`src/rtl/mem_arbiter_if.sv`:
```
// Bundle of fetch-port, data-port and RAM-side signals around the unified memory arbiter.
// The master modport is the arbiter's view; the slave modport is the CPU/RAM side.
interface mem_arbiter_if #(
  parameter int ADDR_W = 32,
  parameter int DATA_W = 32
);
  logic              iREN;
  logic [ADDR_W-1:0] iaddr;
  logic              iwait;
  logic [DATA_W-1:0] iload;

  logic              dREN;
  logic              dWEN;
  logic [ADDR_W-1:0] daddr;
  logic [DATA_W-1:0] dstore;
  logic              dwait;
  logic [DATA_W-1:0] dload;

  logic              ramREN;
  logic              ramWEN;
  logic [ADDR_W-1:0] ramaddr;
  logic [DATA_W-1:0] ramstore;
  logic [DATA_W-1:0] ramload;
  logic              ram_ready;

  logic              err;

  modport master (
    input  iREN, iaddr, dREN, dWEN, daddr, dstore, ramload, ram_ready,
    output iwait, iload, dwait, dload, ramREN, ramWEN, ramaddr, ramstore, err
  );

  modport slave (
    output iREN, iaddr, dREN, dWEN, daddr, dstore, ramload, ram_ready,
    input  iwait, iload, dwait, dload, ramREN, ramWEN, ramaddr, ramstore, err
  );
endinterface

```
`src/rtl/mem_arbiter.sv`:
```
// Arbitrates the single-port unified RAM between instruction fetch and data accesses,
// data-first with a streak limit, plus a per-access watchdog that latches a fatal error.
module mem_arbiter #(
  parameter int ADDR_W      = 32,
  parameter int DATA_W      = 32,
  parameter int MAX_DSTREAK = 4,
  parameter int TIMEOUT     = 255
) (
  input  logic         CLK,
  input  logic         nRST,
  mem_arbiter_if.master bus
);

  localparam int SW = $clog2(MAX_DSTREAK + 1);
  localparam int WW = $clog2(TIMEOUT + 1);
  localparam logic [SW-1:0] STREAK_MAX = SW'(MAX_DSTREAK);
  localparam logic [WW-1:0] WDOG_MAX   = WW'(TIMEOUT);

  typedef enum logic [1:0] {
    IDLE  = 2'd0,
    IACC  = 2'd1,
    DACC  = 2'd2,
    ERROR = 2'd3
  } state_t;

  state_t        state_q, state_d;
  logic [SW-1:0] streak_q, streak_d;
  logic [WW-1:0] wdog_q, wdog_d;

  logic              dreq;
  logic              ren, wen;
  logic [ADDR_W-1:0] addr;
  logic [DATA_W-1:0] store;
  logic              iwait, dwait;
  logic [DATA_W-1:0] iload, dload;

  assign dreq = bus.dREN | bus.dWEN;

  always_ff @(posedge CLK or negedge nRST) begin
    if (!nRST) begin
      state_q  <= IDLE;
      streak_q <= '0;
      wdog_q   <= '0;
    end else begin
      state_q  <= state_d;
      streak_q <= streak_d;
      wdog_q   <= wdog_d;
    end
  end

  always_comb begin
    state_d  = state_q;
    streak_d = streak_q;
    wdog_d   = wdog_q;
    ren      = 1'b0;
    wen      = 1'b0;
    addr     = '0;
    store    = '0;
    iwait    = bus.iREN;
    dwait    = dreq;
    iload    = '0;
    dload    = '0;

    unique case (state_q)
      IDLE: begin
        // Data wins unless it has already starved a pending fetch for the full streak.
        if (dreq && !(bus.iREN && (streak_q == STREAK_MAX))) begin
          state_d = DACC;
          wdog_d  = '0;
          if (!bus.iREN)
            streak_d = '0;
          else if (streak_q != STREAK_MAX)
            streak_d = streak_q + SW'(1);
        end else if (bus.iREN) begin
          state_d  = IACC;
          wdog_d   = '0;
          streak_d = '0;
        end
      end

      IACC: begin
        if (!bus.iREN) begin
          state_d = IDLE;
        end else begin
          ren  = 1'b1;
          addr = bus.iaddr;
          if (bus.ram_ready) begin
            iwait   = 1'b0;
            iload   = bus.ramload;
            state_d = IDLE;
          end else begin
            wdog_d = wdog_q + WW'(1);
            if (wdog_d == WDOG_MAX)
              state_d = ERROR;
          end
        end
      end

      DACC: begin
        if (!dreq) begin
          state_d = IDLE;
        end else begin
          addr = bus.daddr;
          // A write request overrides a simultaneous read request.
          if (bus.dWEN) begin
            wen   = 1'b1;
            store = bus.dstore;
          end else begin
            ren = 1'b1;
          end
          if (bus.ram_ready) begin
            dwait   = 1'b0;
            dload   = bus.ramload;
            state_d = IDLE;
          end else begin
            wdog_d = wdog_q + WW'(1);
            if (wdog_d == WDOG_MAX)
              state_d = ERROR;
          end
        end
      end

      ERROR: begin
        state_d = ERROR;
      end

      default: begin
        state_d = IDLE;
      end
    endcase
  end

  assign bus.ramREN   = ren;
  assign bus.ramWEN   = wen;
  assign bus.ramaddr  = addr;
  assign bus.ramstore = store;
  assign bus.iwait    = iwait;
  assign bus.dwait    = dwait;
  assign bus.iload    = iload;
  assign bus.dload    = dload;
  assign bus.err      = (state_q == ERROR);

endmodule

```
`src/flat_wrapper.sv`:
```
// flat-port wrapper written by rule: the top's interface ports become plain ports
module mem_arbiter_flat 
#(
  parameter int ADDR_W      = 32,
  parameter int DATA_W      = 32,
  parameter int MAX_DSTREAK = 4,
  parameter int TIMEOUT     = 255
)
  (CLK, nRST, bus_iREN, bus_iaddr, bus_dREN, bus_dWEN, bus_daddr, bus_dstore, bus_ramload, bus_ram_ready, bus_iwait, bus_iload, bus_dwait, bus_dload, bus_ramREN, bus_ramWEN, bus_ramaddr, bus_ramstore, bus_err);
  mem_arbiter_if #(.ADDR_W(ADDR_W), .DATA_W(DATA_W)) bus_i ();
  input  logic CLK;
  input  logic nRST;
  input wire logic [$bits(bus_i.iREN)-1:0] bus_iREN;
  input wire logic [$bits(bus_i.iaddr)-1:0] bus_iaddr;
  input wire logic [$bits(bus_i.dREN)-1:0] bus_dREN;
  input wire logic [$bits(bus_i.dWEN)-1:0] bus_dWEN;
  input wire logic [$bits(bus_i.daddr)-1:0] bus_daddr;
  input wire logic [$bits(bus_i.dstore)-1:0] bus_dstore;
  input wire logic [$bits(bus_i.ramload)-1:0] bus_ramload;
  input wire logic [$bits(bus_i.ram_ready)-1:0] bus_ram_ready;
  output wire logic [$bits(bus_i.iwait)-1:0] bus_iwait;
  output wire logic [$bits(bus_i.iload)-1:0] bus_iload;
  output wire logic [$bits(bus_i.dwait)-1:0] bus_dwait;
  output wire logic [$bits(bus_i.dload)-1:0] bus_dload;
  output wire logic [$bits(bus_i.ramREN)-1:0] bus_ramREN;
  output wire logic [$bits(bus_i.ramWEN)-1:0] bus_ramWEN;
  output wire logic [$bits(bus_i.ramaddr)-1:0] bus_ramaddr;
  output wire logic [$bits(bus_i.ramstore)-1:0] bus_ramstore;
  output wire logic [$bits(bus_i.err)-1:0] bus_err;
  assign bus_i.iREN = bus_iREN;
  assign bus_i.iaddr = bus_iaddr;
  assign bus_i.dREN = bus_dREN;
  assign bus_i.dWEN = bus_dWEN;
  assign bus_i.daddr = bus_daddr;
  assign bus_i.dstore = bus_dstore;
  assign bus_i.ramload = bus_ramload;
  assign bus_i.ram_ready = bus_ram_ready;
  assign bus_iwait = bus_i.iwait;
  assign bus_iload = bus_i.iload;
  assign bus_dwait = bus_i.dwait;
  assign bus_dload = bus_i.dload;
  assign bus_ramREN = bus_i.ramREN;
  assign bus_ramWEN = bus_i.ramWEN;
  assign bus_ramaddr = bus_i.ramaddr;
  assign bus_ramstore = bus_i.ramstore;
  assign bus_err = bus_i.err;
  mem_arbiter #(.ADDR_W(ADDR_W), .DATA_W(DATA_W), .MAX_DSTREAK(MAX_DSTREAK), .TIMEOUT(TIMEOUT)) u_core (.CLK(CLK), .nRST(nRST), .bus(bus_i));
endmodule
```
`config.mk`:
```
export PLATFORM = sky130hd
export DESIGN_NAME = mem_arbiter_flat
export DESIGN_NICKNAME = d
export VERILOG_FILES = /design/src/rtl/mem_arbiter_if.sv /design/src/rtl/mem_arbiter.sv /design/src/flat_wrapper.sv
export SDC_FILE = /design/constraint.sdc
export NUM_CORES = 1
export LEC_CHECK = 0
export CAP_MARGIN = 20
export CORE_AREA = 2 2 103 105
export CTS_BUF_LIST = sky130_fd_sc_hd__clkbuf_4 sky130_fd_sc_hd__clkbuf_8
export DETAILED_ROUTE_END_ITERATION = 10
export DIE_AREA = 0 0 105 107
export HOLD_SLACK_MARGIN = 0.15
export PLACE_DENSITY = 0.67
export SLEW_MARGIN = 20
export SYNTH_ARGS = -nofsm -noshare
export SYNTH_HDL_FRONTEND = slang
export SYNTH_SLANG_ARGS = --single-unit
```
`constraint.sdc`:
```
create_clock -name CLK -period 2.8 [get_ports CLK]
set_clock_uncertainty 0.05 [all_clocks]
set_input_delay 0.7 -clock CLK [delete_from_list [all_inputs] [get_ports CLK]]
set_output_delay 0.7 -clock CLK [all_outputs]
set_load 0.1 [all_outputs]
```
* Word-level counts from Yosys, hierarchy flattened *
Cells that the tools add are included.

word-level totals
  flip-flop bits (word level) = 13
  input port bits = 134
  output and inout bits = 133
  logic and storage cells = 64

operators by class
  add/subtract/negate cells = 2
  equal/unequal tests = 10
  multiplexer cells = 40
  bitwise logic cells = 1
  reductions and logical operators = 8

operators with widths
  cell                                                                     count
  32-bit two-way mux                                                       10
  32-bit one-hot mux with 2 select lines                                   1
  8-bit two-way mux                                                        5
  8-bit one-hot mux with 3 select lines                                    1
  2-bit two-way mux                                                        6
  3-bit two-way mux                                                        4
  1-bit two-way mux                                                        11
  8-bit by 1-bit adder with 8-bit output, second input constant            1
  8-bit == test, second input constant                                     1
  2-bit one-hot mux with 4 select lines                                    1
  3-bit inequality test, second input constant                             2
  2-bit == test, second input constant                                     2
  4-bit AND reduction                                                      1
  3-bit by 1-bit adder with 3-bit output, second input constant            1
  3-bit == test, second input constant                                     1
  3-bit by 2-bit inequality test with 1-bit output, second input constant  1
  3-bit AND reduction                                                      1
  3-bit nonzero test                                                       1
  2-bit by 1-bit == test with 1-bit output, second input constant          1
  1-bit logical AND                                                        2
  2-bit logical NOT                                                        1
  2-bit by 1-bit inequality test with 1-bit output, second input constant  1
  2-bit inequality test, second input constant                             1
  1-bit one-hot mux with 2 select lines                                    1
  3 further kinds                                                          3

* Logic depth before layout (Yosys ltp) *
Gate-level depths: netlist (run 1).

  depth after elaboration = 6
  gate-level depth with buffers = 9
  gate-level depth less buffers = 7

* Worst setup path after synthesis (run 1) *
Ideal clock, no wire load.

  path type = register to output
  start = reg u_core.state_q[0]
  end = out bus_ramREN
  data arrival time = 3.291 ns
  required time = 2.050 ns
  path slack = -1.241 ns
  stages on the path, launching flop included = 5
  buffers on the path = 1
  path through = dfrtp_1 -> inv_1 -> ha_1 -> clkbuf_1 -> a21boi_0

on the way
  word-level cells in the longest chain between the ends = 2
  elaborated cells between the ends (all ways) = 3
  classes of those cells = 2 x eq/ne; 1 x mux

RTL lines
  what                                                                       RTL line            text
  from (decl)                                                                mem_arbiter.sv:26   state_t state_q, state_d;
  from (signal assigned)                                                     mem_arbiter.sv:45   state_q <= state_d;
  2-bit == test or 2-bit by 1-bit == test with 1-bit output (tied branches)  mem_arbiter.sv:64   unique case (state_q)
  1-bit one-hot mux with 2 select lines *                                    mem_arbiter.sv:64
  to (decl)                                                                  flat_wrapper.sv:25  output wire logic [$bits(bus_i.ramREN)-1:0] bus_ramREN;

Mark *: on every way between the ends. The rest lies on a longest branch, timed or not.

* Final worst setup path (run 1) *
  start = in bus_dWEN
  end = out bus_ramaddr[1]

on the way
  word-level cells in the longest chain between the ends = 3

RTL lines
  what                                    RTL line            text
  from (decl)                             flat_wrapper.sv:16  input wire logic [$bits(bus_i.dWEN)-1:0] bus_dWEN;
  1-bit bitwise OR                        mem_arbiter.sv:37   assign dreq = bus.dREN | bus.dWEN;
  32-bit two-way mux                      mem_arbiter.sv:100  if (!dreq) begin
  32-bit one-hot mux with 2 select lines  mem_arbiter.sv:64
  to (decl)                               flat_wrapper.sv:27  output wire logic [$bits(bus_i.ramaddr)-1:0] bus_ramaddr;

No other way between the ends.

==> results of run 1 <==
## worst max-delay path: stages
cell                              delay, ps
sky130_fd_sc_hd__clkdlybuf4s15_1        250
sky130_fd_sc_hd__nor2_4                  70
sky130_fd_sc_hd__nor2b_4                180
sky130_fd_sc_hd__buf_12                 140
sky130_fd_sc_hd__buf_16                 160
sky130_fd_sc_hd__a22oi_2                110
sky130_fd_sc_hd__nor2b_4                160
sky130_fd_sc_hd__buf_12                 190
## flip-flops by register name, indices dropped and copies added (netlist names)
name and cells:
u_core.state_q 2, u_core.wdog_q 8, u_core.streak_q 3
## cell usage after synthesis, drive strengths merged (3+ instances only)
cell type and number:
a21oi 6, a22o 5, a22oi 32, and3 32, clkbuf 30, dfrtp 13, ha 8, inv 8
nand2 44, nand3 7, nor2 67, nor2b 34, nor3 3, o21ai 13, o31ai 3, or3 4
## area by class of cell
cell class / count / area, um2 / share of cell area
Multi-Input combinational cell: 279 / 2000 / 0.288
Clock buffer: 3 / 41.3 / 0.00595
Sequential cell: 13 / 327 / 0.0471
Tap cell: 136 / 170 / 0.0245
Inverter: 8 / 30.0 / 0.00433
Timing Repair Buffer: 299 / 4370 / 0.630
Clock inverter: 1 / 5.00 / 0.000721
## metrics by stage
stage / instance area [um2] / utilization
after floorplan: 2300 / -
final: 6940 / 0.688
after CTS: 6880 / 0.681
after global routing: 6940 / 0.688
after global placement: 6590 / 0.653
after detailed placement: 6590 / 0.653
## power groups by stage
stage,Combinational [mW],Sequential (mW),Clock (mW)
2_1_floorplan,3.46,0.307,0
3_3_place_gp,5.33,0.319,0
3_5_place_dp,5.39,0.327,0
4_1_cts,5.62,0.324,0.175
5_1_grt,5.86,0.338,0.183
6_report,5.63,0.328,0.171
## layer usage
metal	part of all wire	vias to the layer above	track usage
li1	-	1677	-
met2	0.54	206	0.412
met1	0.35	1626	0.221
met5	0.0011	-	0
met3	0.098	18	0.0632
met4	0.016	2	0.0495
## timing repair
item,in CTS,in global routing
resized for setup,37,10
buffers inserted,2,2
gates cloned,2,1
hold buffers,0,0
setup endpoints to repair,62,53
## final timing paths
path,end,cells past startpoint,start,slack (ps)
worst max-delay path,bus_ramaddr[1],8,bus_dWEN,90
worst min-delay path,u_core.streak_q[1],2,u_core.streak_q[1],470
worst max register to register,u_core.wdog_q[4],8,u_core.state_q[0],580
worst min register to register,u_core.streak_q[1],2,u_core.streak_q[1],470
max in group asynchronous,u_core.state_q[0],1,nRST,1530
min in group asynchronous,u_core.state_q[1],1,nRST,770
## cell families after synthesis
group | count (synthesis) | share of synthesized area
compound gates | 70 | 0.238
flops | 13 | 0.159
simple gates | 198 | 0.467
fa+ha+maj | 8 | 0.0489
buf+inv | 40 | 0.0734
mux | 1 | 0.00550
xor+xnor | 2 | 0.00856
## placed cells by master, fill, tap and decap left out, types with 2 or more instances in the layout
master,netlist,layout
sky130_fd_sc_hd__buf_12,0,138
sky130_fd_sc_hd__clkdlybuf4s50_1,0,130
sky130_fd_sc_hd__nor2_1,66,57
sky130_fd_sc_hd__nand2_1,44,44
sky130_fd_sc_hd__nor2b_4,0,33
sky130_fd_sc_hd__and3_1,32,32
sky130_fd_sc_hd__a22oi_2,0,28
sky130_fd_sc_hd__buf_4,0,24
sky130_fd_sc_hd__o21ai_0,12,12
sky130_fd_sc_hd__dfrtp_1,13,12
sky130_fd_sc_hd__nor2_2,1,9
sky130_fd_sc_hd__inv_1,8,7
sky130_fd_sc_hd__nand3_1,7,7
sky130_fd_sc_hd__ha_1,8,7
sky130_fd_sc_hd__a21oi_1,6,6
sky130_fd_sc_hd__a22o_1,5,5
sky130_fd_sc_hd__a22oi_1,32,4
sky130_fd_sc_hd__or3_1,4,4
sky130_fd_sc_hd__nor3_1,3,3
sky130_fd_sc_hd__o31ai_1,3,3
sky130_fd_sc_hd__clkbuf_8,0,3
sky130_fd_sc_hd__o21bai_1,2,2
sky130_fd_sc_hd__a21o_1,2,2
sky130_fd_sc_hd__nand2b_1,2,2
sky130_fd_sc_hd__a31oi_1,2,2
sky130_fd_sc_hd__buf_16,0,2
==> out/results.md, run 1 <==
| Item | Value |
|---|---|
| Outcome | complete, no violations |
| Fin. max-slew vios | 0 |
| Worst-case hold slack | 473 ps |
| Placed Cells | 728 |
| Fraction of layout instances using a drive strength above 1 | 0.410 |
| Global router's overall resource usage | 0.212 |
| Routed WL per cell | 16.6 um |
| Worst slew pin tran | 571 ps |
| Highest ir drop seen on vdd | 0.000681 V |
| Unrepaired setup endpoints after global routing | false |
| Number of nets with antenna violations after detailed routing | 0 |
| Final critical-path required period | 2710 ps |
| Remaining routing DRC violations | 0 |
| Via count | 3529 |
| Count of filler cells inserted in the layout | 744 |
| Nets in the synthesized netlist | 474 |
| Number of global-route vias before repair | 3643 |
| Horizontal extent of the die | 105 um |
| Number of enable flip-flop cells after synthesis | 0 |
| Die Area | 0.0112 mm2 |
| Ratio of total power to cell area | 883 mW/mm2 |
| Internal power | 2.62 mW |
| Wire length of the first global-routing pass | 19300 um |
| Number of DRC markers in iteration 0 | 193 |
| Worst skew pair latency | 250 ps |
| Cells after synthesis | 332 |
| Number of nets in the final layout | 746 |
| Total design power | 6.13 mW |
| Vias per inst | 4.78 |
| Detail Placement HPWL | 10000 um |
| Net Switching | 3.50 mW |
| CTS max path bufs | 2 |
| Synthesis Warnings | 0 |
| Critical Path Sink Type | primary output |
| Average footprint of a synthesized cell | 6.17 um2 |
| Pin count of the biggest net entering global routing | 40 |
| Effective utilization at floorplan | 0.203 |
| H-Tree Depth | 1 |
| CP required | 2050 ps |
| Final Hold Vio Count | 0 |
| Number of core rows | 37 |
| Worst rel slew slack | 0.618 |
| Clock network fraction of design power | 0.028 |
| Vertical die dimension | 107 um |
| Worst path setup slack after routing | 85.7 ps |
| Remaining global-route overflow | 0 |
| Worst EP arrival | 1960 ps |
| Type of origin of the critical path | input pin |
| Final-report setup violation count | 0 |
| Share of power burned in registers | 0.054 |
| Max Clk Rate | 368 MHz |
| Post-synth top area cell | sky130_fd_sc_hd__dfrtp_1 |
| Top cells by area in the synthesized netlist | sky130_fd_sc_hd__dfrtp_1, sky130_fd_sc_hd__nor2_1, sky130_fd_sc_hd__a22oi_1 |
| Top fanout value on the critical path | 16 |
| Tcrit/Tclk final | 0.969 |
| Area growth from synthesis to layout | 239% |
| First-pass detailed-route iteration total | 4 |
| Count of clock tree sinks | 13 |
| Quantity of I/O buffers inserted on ports | 266 |
| Combinational share of power | 0.919 |
| Most used flip-flop cell after synthesis | sky130_fd_sc_hd__dfrtp_1 |
| Leak | 2.84 nW |
| Post-route non-filler standard cell count | 739 |
| Netlist Area Pre-Place | 0.00205 mm2 |
| Clk slew on worst S/H paths | 60 ps |
| Proportion of register bits with asynchronous set or reset after synthesis | 1.00 |
| Class of the tightest hold or removal check | flop to flop |
| Switching part of the total | 0.572 |
| Type of the worst setup path | input pin to primary output |
| Antenna violations before repair | 1 |
| Cts bufs inserted | 3 |
| Aggregate negative setup slack | 0 ps |
| Count of cell types in the netlist | 34 |
| Total detailed-routing wirelength | 12300 um |
| Seq/Total Area, Yosys | 0.159 |
| Number of ports placed on the die boundary | 267 |
| Area of the placeable core | 0.0101 mm2 |
| FF+latch count, synth | 13 |
| Top cell type's share of synthesized area | 0.159 |
| Weighted congestion reported at the end of routability-driven placement | 0.897 |
| Diode count | 0 |
| Number of maximum-capacitance violations | 0 |
| CTS tree | yes |
| Worst setup slack before clock tree synthesis | -172 ps |
| Library cell used as clock root buffer | sky130_fd_sc_hd__clkbuf_8 |
No activity file was read; power rests on OpenSTA's default activity.
==> inputs of run 2 (changes only) <==
--- a/config.mk
+++ b/config.mk
@@ -12,6 +12,8 @@
 export DIE_AREA = 0 0 105 107
 export HOLD_SLACK_MARGIN = 0.15
 export PLACE_DENSITY = 0.67
+export RECOVER_POWER = 25
+export SKIP_CTS_REPAIR_TIMING = 1
 export SLEW_MARGIN = 20
 export SYNTH_ARGS = -nofsm -noshare
 export SYNTH_HDL_FRONTEND = slang
==> run 2 against run 1 <==
Compared with the run above:
- clock power about the same
- sequential power barely moved
- routed wire length fell by 1.1%
- critical path type is now flop to primary output
==> out/results.md, run 2 (synthesis results as in run 1) <==
| Item | Value | vs previous |
|---|---|---|
| Outcome | complete, no violations |  |
| Remaining routing DRC violations | 0 | unchanged |
| Final Hold Vio Count | 0 | unchanged |
| Net Switching | 3.46 mW | -1.1% |
| Aggregate negative setup slack | 0 ps | unchanged |
| Share of power burned in registers | 0.054 | about the same |
| Fraction of layout instances using a drive strength above 1 | 0.377 | -0.0330 |
| Most used routing layer in global routing | met2 |  |
| Number of core rows | 37 | unchanged |
| Number of ports placed on the die boundary | 267 | unchanged |
| Fin. max-slew vios | 0 | unchanged |
| Worst EP arrival | 1980 ps | +20 ps |
| Horizontal extent of the die | 105 um | unchanged |
| Number of global-route vias before repair | 3528 | -3.2% |
| Via count | 3520 | -0.26% |
| GR met2 Demand/Resource | 0.385 | -0.0274 |
| Leak | 2.80 nW | -1.3% |
| Worst setup slack before clock tree synthesis | -172 ps | unchanged |
| Routed WL per cell | 16.5 um | -0.78% |
| Wire length of the first global-routing pass | 18500 um | -4.2% |
| Final-report setup violation count | 0 | unchanged |
| Worst skew pair latency | 250 ps | about the same |
| Tcrit/Tclk final | 0.975 | +0.00580 |
| Worst path setup slack after routing | 69.5 ps | -16.2 ps |
| Placed Cells | 728 | unchanged |
| Count of filler cells inserted in the layout | 779 | +4.7% |
| Max reg flops | 8 | unchanged |
| Die Area | 0.0112 mm2 | unchanged |
| Max Clk Rate | 366 MHz | -0.59% |
| Count of clock tree sinks | 13 | unchanged |
| Area of the placeable core | 0.0101 mm2 | unchanged |
| Top reg by flops | u_core.wdog_q |  |
| Clock network fraction of design power | 0.029 | about the same |
| Detail Placement HPWL | 10000 um | unchanged |
| Internal power | 2.51 mW | -4.2% |
| Worst rel slew slack | 0.606 | -0.0120 |
| Combinational share of power | 0.917 | -0.002 |
| Critical Path Sink Type | primary output |  |
| Type of origin of the critical path | flop |  |
| CP required | 2050 ps | about the same |
| Pin count of the biggest net entering global routing | 40 | unchanged |
| Quantity of I/O buffers inserted on ports | 266 | unchanged |
| Leading cell types in the layout, fill and taps excluded | sky130_fd_sc_hd__clkdlybuf4s50_1, sky130_fd_sc_hd__buf_12, sky130_fd_sc_hd__nor2_1 |  |
| Remaining global-route overflow | 0 | unchanged |
| Final critical-path required period | 2730 ps | +16.2 ps |
| Library cell used as clock root buffer | sky130_fd_sc_hd__clkbuf_8 |  |
| Global-route track usage on met3 | 0.0590 | -0.00426 |
| CTS max path bufs | 2 | unchanged |
| Class of the tightest hold or removal check | flop to flop |  |
| Post-route non-filler standard cell count | 737 | -0.27% |
| Area growth from synthesis to layout | 229% |  |
| Total detailed-routing wirelength | 12100 um | -1.1% |
| Antenna violations before repair | 1 | unchanged |
| Highest ir drop seen on vdd | 0.000678 V | -0.40% |
| Cts bufs inserted | 3 | unchanged |
| Total design power | 5.98 mW | -2.4% |
| H-Tree Depth | 1 | unchanged |
| Flop2flop setup slack | 550 ps | -30 ps |
| Number of nets with antenna violations after detailed routing | 0 | unchanged |
| Unrepaired setup endpoints after global routing | true |  |
| Effective utilization at floorplan | 0.203 | unchanged |
| Global router's overall resource usage | 0.201 | -0.0104 |
| Top fanout value on the critical path | 16 | unchanged |
| Switching part of the total | 0.579 | +0.00781 |
| Weighted congestion reported at the end of routability-driven placement | 0.897 | unchanged |
| Number of maximum-capacitance violations | 0 | unchanged |
| Biggest registers after layout | u_core.wdog_q x8, u_core.streak_q x3, u_core.state_q x2 |  |
| First-pass detailed-route iteration total | 4 | unchanged |
| GR Util met1 | 0.216 | -0.00553 |
| Vias per inst | 4.78 | about the same |
| CTS tree | yes |  |
| Clk slew on worst S/H paths | 60 ps | about the same |
| Vertical die dimension | 107 um | unchanged |
| Number of DRC markers in iteration 0 | 192 | -0.52% |
| Type of the worst setup path | flop to primary output |  |
| Number of nets in the final layout | 743 | -0.40% |
| Worst slew pin tran | 593 ps | +22.3 ps |
| Ratio of total power to cell area | 889 mW/mm2 | +0.70% |
## run 2: cell types whose count changed in the layout (fill, tap and decap cells not counted), sizes merged
cell	before	now
buf	165	148
clkbuf	4	18
clkdlybuf4s15	1	0
clkdlybuf4s50	130	129
diode	0	1
dlygate4sd2	1	0
dlygate4sd3	0	1
dlymetal6s2s	1	3
## run 2: final timing paths
path,cells after the start,end,startpoint
max in group asynchronous,1,u_core.wdog_q[3],nRST
worst min register to register,2,u_core.streak_q[1],u_core.streak_q[1]
worst max register to register,8,u_core.wdog_q[4],u_core.state_q[0]
worst max-delay path,7,bus_ramaddr[30],u_core.state_q[0]
worst min-delay path,2,u_core.streak_q[1],u_core.streak_q[1]
min in group asynchronous,1,u_core.state_q[1],nRST
## run 2: worst max-delay path, cell delays in order (launching register included)
cell and delay, ps:
sky130_fd_sc_hd__dfrtp_1 430, sky130_fd_sc_hd__inv_1 110, sky130_fd_sc_hd__ha_2 210, sky130_fd_sc_hd__nor2b_4 280, sky130_fd_sc_hd__clkbuf_16 240, sky130_fd_sc_hd__a22oi_1 130, sky130_fd_sc_hd__nor2b_4 140, sky130_fd_sc_hd__buf_12 180
## run 2: per-stage QoR
step | area, um2 | hold slack (ps) | util
finish | 6730 | 473 | 0.666
global route | 6720 | 501 | 0.666
CTS | 6640 | 472 | 0.658
detailed placement | 6590 | 452 | 0.653
global placement | 6590 | 444 | 0.653
floorplan | 2300 | 354 | -
## run 2: layer usage
metal  vias up  wire, um  share of wire
met5         -        13         0.0011
li1       1670         -              -
met3        20      1060          0.088
met2       196      6300           0.52
met1      1632      4530           0.37
met4         2       234          0.019
## run 2: final cells by class
| class | count | area, um2 | area share |
|---|---|---|---|
| Multi-Input combinational cell | 279 | 1930 | 0.286 |
| Antenna cell | 1 | 2.50 | 0.000372 |
| Sequential cell | 13 | 325 | 0.0484 |
| Timing Repair Buffer | 296 | 4230 | 0.628 |
| Inverter | 8 | 30.0 | 0.00447 |
| Clock inverter | 1 | 5.00 | 0.000744 |
| Tap cell | 136 | 170 | 0.0253 |
| Clock buffer | 3 | 41.3 | 0.00614 |
## run 2: power groups by stage
stage               registers (mW)  clock network (mW)  logic, mW
CTS                          0.324               0.175       5.40
global route                 0.335               0.183       5.71
global placement             0.319                   0       5.33
finish                       0.325               0.171       5.48
floorplan                    0.307                   0       3.46
detailed placement           0.327                   0       5.39
==> inputs of run 3 (changes only) <==
--- a/config.mk
+++ b/config.mk
@@ -13,6 +13,7 @@
 export HOLD_SLACK_MARGIN = 0.15
 export PLACE_DENSITY = 0.67
 export RECOVER_POWER = 25
+export SETUP_SLACK_MARGIN = 0.1
 export SKIP_CTS_REPAIR_TIMING = 1
 export SLEW_MARGIN = 20
 export SYNTH_ARGS = -nofsm -noshare
==> run 3 against run 2 <==
Compared with the run above:
- critical path depth did not move
- via count fell by 1.1%
- first-iteration DRC count rose by 40%
- clock-buffer cell count rose by 1
- clock power rose by 9.9%
- critical endpoint is now bus_ramaddr[21]
- highest routed layer unchanged
==> out/results.md, run 3 (synthesis results as in run 1) <==
| Item | Value | vs previous |
|---|---|---|
| Outcome | complete, no violations |  |
| Switching part of the total | 0.582 | +0.00297 |
| Class of the tightest hold or removal check | flop to flop |  |
| Number of maximum-capacitance violations | 0 | unchanged |
| Total met3 wirelength after detailed routing | 1190 um | +12% |
| Type of origin of the critical path | flop |  |
| Routed WL per cell | 17.3 um | +4.9% |
| Total design power | 5.99 mW | +0.20% |
| Count of filler cells inserted in the layout | 790 | +1.4% |
| Worst slew pin tran | 576 ps | -17.5 ps |
| Net Switching | 3.49 mW | +0.71% |
| Cts bufs inserted | 3 | unchanged |
| Weighted congestion reported at the end of routability-driven placement | 0.821 | -8.5% |
| Via count | 3482 | -1.1% |
| Critical Path Sink Type | primary output |  |
| Post-Route M1 WL | 4390 um | -3.1% |
| Critical path cell sequence | inv_1 > ha_2 > and2_4 > buf_12 > a22oi_1 > nor2b_4 > buf_12 |  |
| Worst rel slew slack | 0.606 | about the same |
| Number of cells on the worst hold path | 2 | unchanged |
| Horizontal extent of the die | 105 um | unchanged |
| Top fanout value on the critical path | 16 | unchanged |
| Top Family by Delay on Critical Path | flip-flops |  |
| Aggregate negative setup slack | 0 ps | unchanged |
| Cell depth of the worst setup path | 7 | unchanged |
| Area of the placeable core | 0.0101 mm2 | unchanged |
| Max reg flops | 8 | unchanged |
| Final Hold Vio Count | 0 | unchanged |
| Wire length of the first global-routing pass | 18000 um | -2.4% |
| Flop2flop setup slack | 620 ps | +70 ps |
| Fraction of layout instances using a drive strength above 1 | 0.443 | +0.0661 |
| Worst-case hold slack | 458 ps | -15.7 ps |
| Buf/Inv on CP | 3 | unchanged |
| CP required | 2050 ps | about the same |
| Antenna violations before repair | 1 | unchanged |
| Share of power burned in registers | 0.055 | about the same |
| Tcrit/Tclk final | 0.946 | -0.0287 |
| Vertical die dimension | 107 um | unchanged |
| Uppermost routed layer | met5 |  |
| R2R Path End | u_core.wdog_q[6] |  |
| Met2 Routed Length | 6740 um | +6.9% |
| Vias per inst | 4.77 | -0.13% |
| Combinational share of power | 0.913 | -0.004 |
| Cell type with the highest occurrence count on the critical path | sky130_fd_sc_hd__buf_12 |  |
| Remaining global-route overflow | 0 | unchanged |
| Ratio of total power to cell area | 885 mW/mm2 | -0.49% |
| Crit-path max cell delay | 440 ps | about the same |
| Count of clock tree sinks | 13 | unchanged |
| Multi-input gate area | 0.00201 mm2 | +4.3% |
| Number of nets in the final layout | 737 | -0.81% |
| Internal power | 2.50 mW | -0.51% |
| Total detailed-routing wirelength | 12600 um | +3.9% |
| H-Tree Depth | 1 | unchanged |
| Detail Placement HPWL | 9860 um | -1.5% |
| Global router's overall resource usage | 0.198 | -0.00298 |
| Number of core rows | 37 | unchanged |
| Number of global-route vias before repair | 3394 | -3.8% |
| Library cell used as clock root buffer | sky130_fd_sc_hd__clkbuf_8 |  |
| Highest ir drop seen on vdd | 0.000674 V | -0.72% |
| Remaining routing DRC violations | 0 | unchanged |
| Placed Cells | 719 | -1.2% |
| Leak | 2.76 nW | -1.4% |
| Effective utilization at floorplan | 0.203 | unchanged |
| Area growth from synthesis to layout | 231% |  |
| Register area | 327 um2 | +0.38% |
| Leading cell types in the layout, fill and taps excluded | sky130_fd_sc_hd__clkdlybuf4s50_1, sky130_fd_sc_hd__buf_12, sky130_fd_sc_hd__nor2_1 |  |
| Worst skew pair latency | 260 ps | about the same |
| Final-report setup violation count | 0 | unchanged |
| Source of the critical timing path | u_core.state_q[1] |  |
| Reg-to-Reg Start | u_core.state_q[0] |  |
| Clock network fraction of design power | 0.031 | +0.002 |
| Unrepaired setup endpoints after global routing | false |  |
| Number of nets with antenna violations after detailed routing | 0 | unchanged |
| Clk slew on worst S/H paths | 60 ps | about the same |
| Number of DRC markers in iteration 0 | 268 | +40% |
| Diode count | 0 | -1 |
| Worst EP arrival | 1900 ps | -80 ps |
| First-pass detailed-route iteration total | 4 | unchanged |
| Max Clk Rate | 377 MHz | +3.0% |
| Critical-path top delay cell | sky130_fd_sc_hd__dfrtp_1 |  |
| Final critical-path required period | 2650 ps | -80.4 ps |
| Number of ports placed on the die boundary | 267 | unchanged |
| Fin. max-slew vios | 0 | unchanged |
| Biggest registers after layout | u_core.wdog_q x8, u_core.streak_q x3, u_core.state_q x2 |  |
| CTS tree | yes |  |
| Type of the worst setup path | flop to primary output |  |
| Pin count of the biggest net entering global routing | 39 | -2.5% |
| Post-route non-filler standard cell count | 730 | -0.95% |
| Quantity of I/O buffers inserted on ports | 266 | unchanged |
| Die Area | 0.0112 mm2 | unchanged |
| CTS max path bufs | 2 | unchanged |
| Count of cells along the worst register-to-register path | 9 | +1 |
| CP Capture Point | bus_ramaddr[21] |  |
| Top reg by flops | u_core.wdog_q |  |
-- run 3: changes by cell type in the layout (fill, tap and decap cells not counted), moves of 4 or more --
cell,change
sky130_fd_sc_hd__nor2_2,+10
sky130_fd_sc_hd__and3_1,-29
sky130_fd_sc_hd__clkbuf_2,-4
sky130_fd_sc_hd__nor2_1,-10
sky130_fd_sc_hd__buf_4,-11
sky130_fd_sc_hd__clkbuf_4,+7
sky130_fd_sc_hd__and3_2,+29
-- run 3: area by class of cell --
cell class | count | share of cell area
Clock buffer | 4 | 0.00721
Inverter | 8 | 0.00443
Multi-Input combinational cell | 279 | 0.297
Sequential cell | 13 | 0.0482
Tap cell | 136 | 0.0251
Timing Repair Buffer | 290 | 0.618
-- run 3: power groups by stage --
stage / combinational, mW / sequential [mW] / clock (mW)
after floorplan: 3.48 / 0.307 / 0
after global placement: 5.28 / 0.320 / 0
after detailed placement: 5.34 / 0.327 / 0
after CTS: 5.34 / 0.325 / 0.189
after global routing: 5.68 / 0.342 / 0.198
final: 5.47 / 0.331 / 0.188
-- run 3: per-stage QoR --
stage          setup slack [ps]   util  instance area, um2
6_report                    150  0.671                6770
5_1_grt                    84.5  0.671                6770
4_1_cts                    -111  0.655                6610
3_5_place_dp              -93.9  0.650                6560
3_3_place_gp              -80.7  0.650                6560
2_1_floorplan              -552      -                2340
-- run 3: worst reg2reg max path: cells and delay by family (launching register included) --
family | cells | cell delay, ps
flops | 1 | 410
compound gates | 4 | 650
fa+ha+maj | 1 | 160
simple gates | 1 | 190
buf+inv | 3 | 600
-- run 3: worst min path at each step --
stage / start / endpoint / slack (ps)
after detailed placement: u_core.streak_q[1] / u_core.streak_q[1] / 450
after global placement: u_core.streak_q[1] / u_core.streak_q[1] / 450
final: u_core.streak_q[1] / u_core.streak_q[1] / 460
after floorplan: nRST / u_core.state_q[0] / 350
after global routing: u_core.wdog_q[7] / u_core.wdog_q[7] / 500
after CTS: u_core.streak_q[1] / u_core.streak_q[1] / 470
-- run 3: layer usage --
layer  vias to the layer above  track usage
met5                         -            0
met4                         2       0.0562
met3                        23       0.0687
met2                       190        0.377
met1                      1605        0.205
li1                       1662            -
